$ cat config.mk
export PLATFORM = sky130hd
export DESIGN_NAME = instr_fetch_queue_flat
export DESIGN_NICKNAME = d
export VERILOG_FILES = /design/src/rtl/instr_fetch_queue_if.sv /design/src/rtl/instr_fetch_queue.sv /design/src/flat_wrapper.sv
export SDC_FILE = /design/constraint.sdc
export NUM_CORES = 1
export LEC_CHECK = 0
export CORE_MARGIN = 2
export CORE_UTILIZATION = 50
export CTS_BUF_LIST = sky130_fd_sc_hd__clkbuf_2 sky130_fd_sc_hd__clkbuf_4 sky130_fd_sc_hd__clkbuf_8
export CTS_CLUSTER_DIAMETER = 120
export DETAILED_ROUTE_END_ITERATION = 10
export PLACE_DENSITY = 0.84
export SYNTH_ARGS = -nofsm -noshare
export SYNTH_HDL_FRONTEND = slang
export SYNTH_SLANG_ARGS = --single-unit
$ cat constraint.sdc
create_clock -name clk -period 11.74 [get_ports clk]
set_input_delay 2.348 -clock clk [delete_from_list [all_inputs] [get_ports clk]]
set_output_delay 2.348 -clock clk [all_outputs]
set_load 0.02 [all_outputs]
$ cat src/rtl/instr_fetch_queue_if.sv
// ============================================================================
//  Module   : instr_fetch_queue_if
//  Purpose  : Bundles the instruction-memory and decode-side signals of the fetch queue.
//  Revision : 1.0 - initial release
// ============================================================================
`default_nettype none

interface instr_fetch_queue_if;
    logic        imem_req;
    logic [31:0] imem_addr;
    logic        imem_rsp_valid;
    logic [31:0] imem_rsp_data;
    logic        redirect;
    logic [31:0] redirect_addr;
    logic        inst_valid;
    logic [31:0] inst_data;
    logic [31:0] inst_pc;
    logic        inst_ready;
    logic        inst_illegal;

    modport master (
        output imem_req,
        output imem_addr,
        input  imem_rsp_valid,
        input  imem_rsp_data,
        input  redirect,
        input  redirect_addr,
        output inst_valid,
        output inst_data,
        output inst_pc,
        input  inst_ready,
        output inst_illegal
    );

    modport slave (
        input  imem_req,
        input  imem_addr,
        output imem_rsp_valid,
        output imem_rsp_data,
        output redirect,
        output redirect_addr,
        input  inst_valid,
        input  inst_data,
        input  inst_pc,
        output inst_ready,
        input  inst_illegal
    );
endinterface

`default_nettype wire

$ cat src/rtl/instr_fetch_queue.sv
// ============================================================================
//  Module   : instr_fetch_queue
//  Purpose  : Single-outstanding instruction fetcher feeding a DEPTH-entry FIFO.
//             Optional opcode check enabled by macro IFQ_OPCODE_CHECK_EN.
//  Revision : 1.0 - initial release
// ============================================================================
`default_nettype none

module instr_fetch_queue #(
    parameter int          DEPTH    = 4,
    parameter logic [31:0] RESET_PC = 32'h0
) (
    input  wire                  clk,
    input  wire                  reset,
    instr_fetch_queue_if.master  bus
);

    localparam int C_PTR_W = (DEPTH > 1) ? $clog2(DEPTH) : 1;
    localparam int C_CNT_W = $clog2(DEPTH + 1);
    localparam logic [C_CNT_W-1:0] C_DEPTH = C_CNT_W'(DEPTH);

    typedef enum logic [1:0] {
        ST_RUN     = 2'd0,
        ST_WAIT    = 2'd1,
        ST_DISCARD = 2'd2
    } state_t;

    state_t               r_state;
    state_t               w_state_next;
    logic [31:0]          r_addr;
    logic [31:0]          w_addr_next;
    logic [31:0]          r_target;
    logic [31:0]          w_target_next;

    logic [31:0]          r_data_mem [DEPTH];
    logic [31:0]          r_pc_mem   [DEPTH];
    logic [C_PTR_W-1:0]   r_wr_ptr;
    logic [C_PTR_W-1:0]   r_rd_ptr;
    logic [C_CNT_W-1:0]   r_count;

    logic                 w_valid;
    logic                 w_push;
    logic                 w_pop;
    logic [C_CNT_W-1:0]   w_count_after_pop;
    logic [C_CNT_W-1:0]   w_count_next;

    // Redirect overrides both push and pop in the same cycle.
    always_comb begin
        w_valid           = (r_count != '0);
        w_push            = (r_state == ST_WAIT) && bus.imem_rsp_valid && !bus.redirect;
        w_pop             = w_valid && bus.inst_ready && !bus.redirect;
        w_count_after_pop = r_count - C_CNT_W'(w_pop);
        w_count_next      = bus.redirect ? '0 : (w_count_after_pop + C_CNT_W'(w_push));
    end

    always_ff @(posedge clk or negedge reset) begin
        if (!reset) begin
            r_state  <= ST_RUN;
            r_addr   <= RESET_PC;
            r_target <= RESET_PC;
        end else begin
            r_state  <= w_state_next;
            r_addr   <= w_addr_next;
            r_target <= w_target_next;
        end
    end

    // r_addr is the address of the outstanding request (WAIT/DISCARD) or the
    // next address to fetch (RUN); in DISCARD the new target waits in r_target
    // so imem_addr stays stable until the stale response returns.
    always_comb begin
        w_state_next  = r_state;
        w_addr_next   = r_addr;
        w_target_next = r_target;
        case (r_state)
            ST_RUN: begin
                if (bus.redirect) begin
                    w_addr_next  = bus.redirect_addr;
                    w_state_next = ST_WAIT;
                end else if (w_count_after_pop < C_DEPTH) begin
                    w_state_next = ST_WAIT;
                end
            end
            ST_WAIT: begin
                if (bus.redirect) begin
                    if (bus.imem_rsp_valid) begin
                        w_addr_next  = bus.redirect_addr;
                        w_state_next = ST_RUN;
                    end else begin
                        w_target_next = bus.redirect_addr;
                        w_state_next  = ST_DISCARD;
                    end
                end else if (bus.imem_rsp_valid) begin
                    w_addr_next = r_addr + 32'd1;
                    if (w_count_next < C_DEPTH) begin
                        w_state_next = ST_WAIT;
                    end else begin
                        w_state_next = ST_RUN;
                    end
                end
            end
            ST_DISCARD: begin
                if (bus.imem_rsp_valid) begin
                    if (bus.redirect) begin
                        w_addr_next  = bus.redirect_addr;
                        w_state_next = ST_RUN;
                    end else begin
                        w_addr_next  = r_target;
                        w_state_next = ST_WAIT;
                    end
                end else if (bus.redirect) begin
                    w_target_next = bus.redirect_addr;
                end
            end
            default: begin
                w_state_next = ST_RUN;
            end
        endcase
    end

    always_ff @(posedge clk or negedge reset) begin
        if (!reset) begin
            r_wr_ptr <= '0;
            r_rd_ptr <= '0;
            r_count  <= '0;
        end else begin
            r_count <= w_count_next;
            if (bus.redirect) begin
                r_wr_ptr <= '0;
                r_rd_ptr <= '0;
            end else begin
                r_wr_ptr <= r_wr_ptr + C_PTR_W'(w_push);
                r_rd_ptr <= r_rd_ptr + C_PTR_W'(w_pop);
            end
        end
    end

    always_ff @(posedge clk) begin
        if (w_push) begin
            r_data_mem[r_wr_ptr] <= bus.imem_rsp_data;
            r_pc_mem[r_wr_ptr]   <= r_addr;
        end
    end

    assign bus.imem_req   = (r_state != ST_RUN);
    assign bus.imem_addr  = r_addr;
    assign bus.inst_valid = w_valid;
    // Gate the head with valid so outputs read zero out of reset.
    assign bus.inst_data  = w_valid ? r_data_mem[r_rd_ptr] : 32'h0;
    assign bus.inst_pc    = w_valid ? r_pc_mem[r_rd_ptr]   : 32'h0;

`ifdef IFQ_OPCODE_CHECK_EN
    logic [6:0] w_opcode;
    assign w_opcode = bus.inst_data[6:0];
    assign bus.inst_illegal = w_valid &&
        !((w_opcode == 7'h33) || (w_opcode == 7'h03) ||
          (w_opcode == 7'h23) || (w_opcode == 7'h63));
`else
    assign bus.inst_illegal = 1'b0;
`endif

endmodule

`default_nettype wire

$ cat src/flat_wrapper.sv
// flat-port wrapper written by rule: the top's interface ports become plain ports
module instr_fetch_queue_flat 
#(
    parameter int          DEPTH    = 4,
    parameter logic [31:0] RESET_PC = 32'h0
)
  (clk, reset, bus_imem_req, bus_imem_addr, bus_imem_rsp_valid, bus_imem_rsp_data, bus_redirect, bus_redirect_addr, bus_inst_valid, bus_inst_data, bus_inst_pc, bus_inst_ready, bus_inst_illegal);
  instr_fetch_queue_if bus_i ();
  input  wire clk;
  input  wire reset;
  output wire logic [$bits(bus_i.imem_req)-1:0] bus_imem_req;
  output wire logic [$bits(bus_i.imem_addr)-1:0] bus_imem_addr;
  input wire logic [$bits(bus_i.imem_rsp_valid)-1:0] bus_imem_rsp_valid;
  input wire logic [$bits(bus_i.imem_rsp_data)-1:0] bus_imem_rsp_data;
  input wire logic [$bits(bus_i.redirect)-1:0] bus_redirect;
  input wire logic [$bits(bus_i.redirect_addr)-1:0] bus_redirect_addr;
  output wire logic [$bits(bus_i.inst_valid)-1:0] bus_inst_valid;
  output wire logic [$bits(bus_i.inst_data)-1:0] bus_inst_data;
  output wire logic [$bits(bus_i.inst_pc)-1:0] bus_inst_pc;
  input wire logic [$bits(bus_i.inst_ready)-1:0] bus_inst_ready;
  output wire logic [$bits(bus_i.inst_illegal)-1:0] bus_inst_illegal;
  assign bus_imem_req = bus_i.imem_req;
  assign bus_imem_addr = bus_i.imem_addr;
  assign bus_i.imem_rsp_valid = bus_imem_rsp_valid;
  assign bus_i.imem_rsp_data = bus_imem_rsp_data;
  assign bus_i.redirect = bus_redirect;
  assign bus_i.redirect_addr = bus_redirect_addr;
  assign bus_inst_valid = bus_i.inst_valid;
  assign bus_inst_data = bus_i.inst_data;
  assign bus_inst_pc = bus_i.inst_pc;
  assign bus_i.inst_ready = bus_inst_ready;
  assign bus_inst_illegal = bus_i.inst_illegal;
  instr_fetch_queue #(.DEPTH(DEPTH), .RESET_PC(RESET_PC)) u_core (.clk(clk), .reset(reset), .bus(bus_i));
endmodule
=== Word level (Yosys, flattened, before mapping) ===
Memories as Yosys holds them, arrays and structs flattened.
Cells that the tools add are included.

* Flip-flop bits (word level): 73
* Bits in latches: 0
* Bits in writable memories: 256
* Memory bits (read-only): 0
* Input port bits: 69
* Output and inout port bits: 99
* Word-level logic and storage cells: 65
* Memories kept: 2

{| class="wikitable"
|+ Memories
! memory !! words !! width !! read ports !! clocked after memory_dff !! write ports !! RTL line !! RTL
|-
| u_core.r_data_mem || 4 || 32 || 1 || 0 || 1 || instr_fetch_queue.sv:35 || <nowiki>logic [31:0] r_data_mem [DEPTH];</nowiki>
|-
| u_core.r_pc_mem || 4 || 32 || 1 || 0 || 1 || instr_fetch_queue.sv:36 || <nowiki>logic [31:0] r_pc_mem [DEPTH];</nowiki>
|}

* $add $sub $neg: 5
* $mul: 0
* Divide/modulo/power cells: 0
* Magnitude comparators: 2
* Eq/ne operators: 10
* Shift operators: 0
* Multiplexer cells: 27
* Bitwise operators: 0
* Reductions and logical operators: 13

{| class="wikitable"
|+ Operators with widths
! cell !! number
|-
| $mux 32 || 11
|-
| $pmux 32 s3 || 1
|-
| $pmux 32 s2 || 1
|-
| $add 32x1->32 const B || 1
|-
| $mux 2 || 8
|-
| $ne 2x2->1 const B || 6
|-
| $reduce_and 4->1 || 2
|-
| $lt 3x3->1 const B || 2
|-
| $pmux 2 s3 || 1
|-
| $reduce_bool 3->1 || 2
|-
| $add 2x1->2 || 2
|-
| $logic_and 1x1->1 || 4
|-
| $mux 1 || 4
|-
| $reduce_bool 2->1 || 2
|-
| $add 3x1->3 || 1
|-
| $mux 3 || 1
|-
| $ne 3x2->1 const B || 1
|-
| $ne 3x3->1 const B || 1
|-
| $reduce_and 3->1 || 1
|-
| $sub 3x1->3 || 1
|-
| $eq 2x1->1 const B || 1
|-
| $eq 2x2->1 const B || 1
|-
| $logic_not 2->1 || 1
|-
| $logic_not 1->1 || 1
|}

=== Depth between registers and ports, before layout ===
* Depth after elaboration: 11
* Gate-level depth with buffers: 11
* Gate-level depth less buffers: 9

=== Least setup slack after synthesis ===
OpenSTA, ideal clock, no wires.

* Path type: input -> register
* From: input bus_redirect
* To: memory u_core.r_data_mem[0][0], enable pin
* Setup time: 578 ps
* Data arrival time: 7860 ps
* Setup slack: 3302 ps
* Stages: 5
* Buffers on the path: 2
* Cells stage by stage: buf_2 nor2b_1 buf_2 and2_0 nor3b_1

* Word-level cells in the longest chain between the ends: 4

{| class="wikitable"
|+ Ends and longest elaborated chain
! what !! RTL line !! RTL
|-
| start: declaration || flat_wrapper.sv:15 || <nowiki>input wire logic [$bits(bus_i.redirect)-1:0] bus_redirect;</nowiki>
|-
| $logic_not 1->1 || instr_fetch_queue.sv:50 || <nowiki>w_push = (r_state == ST_WAIT) && bus.imem_rsp_valid && !bus.redirect;</nowiki>
|-
| $logic_and 1x1->1 || instr_fetch_queue.sv:50 ||
|-
| $mux 1 || instr_fetch_queue.sv:139 || <nowiki>if (w_push) begin</nowiki>
|-
| $mux 1 (implied by the code) || instr_fetch_queue.sv:140 || <nowiki>r_data_mem[r_wr_ptr] <= bus.imem_rsp_data;</nowiki>
|-
| end: declaration || instr_fetch_queue.sv:35 ||
|}

No other way between the ends.

=== Final worst setup path ===
* From: register u_core.r_rd_ptr[0]
* To: output bus_inst_data[2]

* Word-level cells in the longest chain between the ends: 2

{| class="wikitable"
|+ Ends and longest elaborated chain
! what !! RTL line !! RTL
|-
| start: declaration || instr_fetch_queue.sv:38 || <nowiki>logic [C_PTR_W-1:0] r_rd_ptr;</nowiki>
|-
| start signal: assignment || instr_fetch_queue.sv:133 || <nowiki>r_rd_ptr <= r_rd_ptr + C_PTR_W'(w_pop);</nowiki>
|-
| $mem_v2 4x32 || -- ||
|-
| $mux 32 || instr_fetch_queue.sv:149 || <nowiki>assign bus.inst_data = w_valid ? r_data_mem[r_rd_ptr] : 32'h0;</nowiki>
|-
| end: declaration || flat_wrapper.sv:18 || <nowiki>output wire logic [$bits(bus_i.inst_data)-1:0] bus_inst_data;</nowiki>
|}

No other way between the ends.

==> impl_metrics.csv <==
group,metric,value,unit
outcome,outcome,"finished clean",
pwr,leakage,5.91,nW
sta,hold_violations,0,
placement,hpwl,19.0,mm
logic_synthesis,seq_area_frac_synth,66.9,%
clocking,cts_tree,"done",
logic_synthesis,yosys-top-cells-area,"edfxtp_1 (54%), dfrtp_1 (13%), mux4_2 (10%), and2_1 (2.9%), mux2_2 (2.6%)",
sta,fin_crit_sh,49.1,%
logic_synthesis,avgSynthCellArea,16.0,um^2
route,drt_wl_total,31.2,mm
critical_path,crit_fanout,48,
critical_path,critical_path_class,"reg2out",
logic_synthesis,ys_top_cells_by_count,"edfxtp_1 (256), dfrtp_1 (73), and2_1 (66), mux4_2 (64), nor2_1 (54)",
logic_synthesis,yosysWarnings,0,
sta,finalClockSkew,0.0156,ns
logic_synthesis,synth_top_cell_by_area,"edfxtp_1",
route,wl_per_cell,20.9,um
floorplanning,die_h,173,um
floorplanning,fp.dieArea,29800,um^2
clocking,cts.clk_slew.worst_paths,0.06,ns
floorplanning,die_x,173,um
clocking,clk_latency,0.57,ns
logic_synthesis,ys_ff_latch,329,
critical_path,worstReg2RegStart,"u_core.r_count[2]$_DFF_PN0_",
clocking,numCtsBuffers,51,
logic_synthesis,netlist_area,14200,um^2
clocking,htreeDepth,2,
route,via_per_inst,5.82,
logic_synthesis,synth.top_cell.area_share,54.0,%
route,dr_wl_met2,15.6,mm
critical_path,cp.required,9.39,ns
clocking,clock_path_buffers,3,
floorplanning,std_cell_rows,61,
placement,post-place-ws,6.48,ns
finish,area_growth,21.4,%
sta,drv_slew,0,
sta,max_freq,0.174,GHz
route,vias,8669,
route,ant_nets,0,
critical_path,r2r-end,"u_core.r_state[0]$_DFFE_PN0P_",
route,met3WireLength,2.16,mm
route,wl_met1,12.6,mm
grt,gr-total-overflow,0,
critical_path,crit_path_end_kind,"output port",
route,dr.pass1.iters,5,
sta,tightest_slew,1.16,ns
grt,antenna_found_initial,0,
logic_synthesis,synth_flop_cell,"edfxtp_1",
floorplanning,initial_core_util,50.9,%
finish,drive_gt1_share,19.4,%
route,drc,0,
clocking,cts_setup_buffers,0,
route,highest_layer,"met4",
critical_path,arrival,3.41,ns
critical_path,reg2reg_slack,8.56,ns
hold_path,hold_path_class,"reg2reg",
placement,gp_congestion,0.853,
hold_path,worstHoldPathCells,1,
finish,layout.nets,1150,
clocking,ctsResizeCount,0,
clocking,clock-sinks,329,
logic_synthesis,synth_cell_type_count,73,
pwr,p_per_area,229,nW/um^2
floorplanning,io_pins,168,
grt,grt_pass1_vias,8859,
sta,rsz0062_at_grt,"no",
route,drtIter0Drc,851,
pwr,irDropWorstVdd,144,uV
sta,fin_ws,5.98,ns
logic_synthesis,synthArstFlopShare,22.2,%
finish,antennaDiodeCount,0,
sta,slew-limit-headroom,22.5,%
logic_synthesis,synth_most_common_cell,"edfxtp_1",
floorplanning,core_area,27900,um^2
logic_synthesis,syn_inst,890,
placement,numPortBuffers,166,
sta,fin_crit,5.76,ns
clocking,postCtsHoldBufs,0,
job,maxCapViolCount,0,
clocking,cts_root_buf,"clkbuf_8",
logic_synthesis,synth_edf_count,256,
sta,finalSetupViolCount,0,
critical_path,start_kind,"flip-flop",
grt,grt_max_degree,74,
grt,grt_pass1_wl,49.3,mm
hold_path,min_from,"u_core.r_target[29]$_DFFE_PN0P_",
hold_path,worstHoldEndpoint,"u_core.r_target[29]$_DFFE_PN0P_",
grt,grt.total_usage,20.9,%
sta,setup_tns,0,ns
critical_path,ff2ff_path_depth,9,
logic_synthesis,syn_nets,970,
[worst max-delay path by stage]
stage | slack, ns | from | end
2_1_floorplan | 3.30 | bus_redirect | u_core.r_data_mem[0][0]$_DFFE_PP_
3_3_place_gp | 6.51 | u_core.r_rd_ptr[0]$_DFF_PN0_ | bus_inst_pc[18]
3_5_place_dp | 6.48 | u_core.r_rd_ptr[0]$_DFF_PN0_ | bus_inst_pc[16]
4_1_cts | 5.87 | u_core.r_rd_ptr[0]$_DFF_PN0_ | bus_inst_pc[16]
5_1_grt | 5.74 | u_core.r_rd_ptr[0]$_DFF_PN0_ | bus_inst_pc[14]
6_report | 5.98 | u_core.r_rd_ptr[0]$_DFF_PN0_ | bus_inst_data[2]
[critical path: stages (launching register included)]
cell             delay, ns
dfrtp_4               0.65
buf_4                 0.75
mux4_2                0.60
and2_1                0.18
clkdlybuf4s50_1       0.55
[cells in the final DEF (no fill, tap or decap), types with 4 or more instances in the layout]
master / netlist / final
edfxtp_1: 256 / 256
clkdlybuf4s50_1: 0 / 165
dfrtp_1: 73 / 71
and2_1: 66 / 66
mux4_2: 64 / 64
nor2_1: 54 / 52
clkbuf_8: 0 / 52
mux2_2: 33 / 33
o21ai_0: 33 / 33
nand2_1: 30 / 30
inv_1: 16 / 16
clkbuf_4: 0 / 16
nor3_1: 15 / 15
nand3_1: 15 / 15
clkinv_1: 0 / 15
a22o_1: 12 / 12
buf_4: 2 / 12
ha_1: 11 / 11
a21oi_1: 10 / 10
a22oi_1: 9 / 9
xor2_1: 8 / 8
nand4_1: 8 / 8
a221oi_1: 8 / 8
clkinv_2: 0 / 8
mux2_1: 7 / 7
o31ai_1: 6 / 6
nor2b_1: 5 / 5
xnor2_1: 5 / 5
mux2i_1: 5 / 5
o22ai_1: 5 / 5
a222oi_1: 4 / 4
o21ai_1: 4 / 4
o211ai_1: 4 / 4
and4_1: 4 / 4
and3_1: 5 / 4
nor4_2: 4 / 4
a31oi_1: 4 / 4
[report_power, final]
group | internal (mW) | switching (mW)
sequential | 1.47 | 0.206
combinational | 0.623 | 0.743
clock | 0.489 | 0.423
total | 2.58 | 1.37
[per-layer routing]
| layer | vias up | global-route usage, % |
|---|---|---|
| met5 | - | 0 |
| met4 | 0 | 7.49 |
| met3 | 54 | 3.67 |
| met2 | 379 | 34.7 |
| met1 | 4368 | 28.2 |
| li1 | 3868 | - |
[area by class of cell]
| cell class | count | area [um^2] |
|---|---|---|
| clock buffers | 68 | 836 |
| clock inverters | 27 | 156 |
| fillers | 2036 | 10700 |
| inverters | 16 | 60.1 |
| multi-input cells | 494 | 4480 |
| flip-flops and latches | 329 | 9520 |
| well taps | 378 | 473 |
| repair buffers | 178 | 1750 |
[per-stage QoR]
stage | cells | instance area, um^2 | total power, mW | hold slack (ns) | util (%)
after detailed placement | 1395 | 16300 | 3.07 | 0.477 | 58.3
final | 1490 | 17300 | 3.95 | 0.489 | 61.8
after floorplan | 890 | 14200 | 2.49 | 0.458 | -
after CTS | 1490 | 17300 | 3.98 | 0.493 | 61.8
after global placement | 1395 | 16300 | 3.02 | 0.470 | 58.3
after global routing | 1490 | 17300 | 4.15 | 0.508 | 61.8
[sequential cells by signal, summed over array words and instances (netlist names)]
name and count:
u_core.r_count 3, u_core.r_data_mem 128, u_core.r_state 2, u_core.bus.imem_addr 32, u_core.r_rd_ptr 2, u_core.r_pc_mem 128
u_core.r_target 32, u_core.r_wr_ptr 2
[kinds of logic after synthesis]
logic type | Yosys count | share of synthesized area, %
adders and majority gates | 11 | 0.967
other | 1 | 0.0264
muxes | 109 | 13.6
AOI/OAI and AO/OA | 126 | 6.28
DFF | 329 | 66.9
xor gates and xnor gates | 13 | 0.800
and+or+nand+nor | 234 | 9.39
buffers and inverters | 67 | 2.01
No activity file was read; power rests on OpenSTA's default activity.
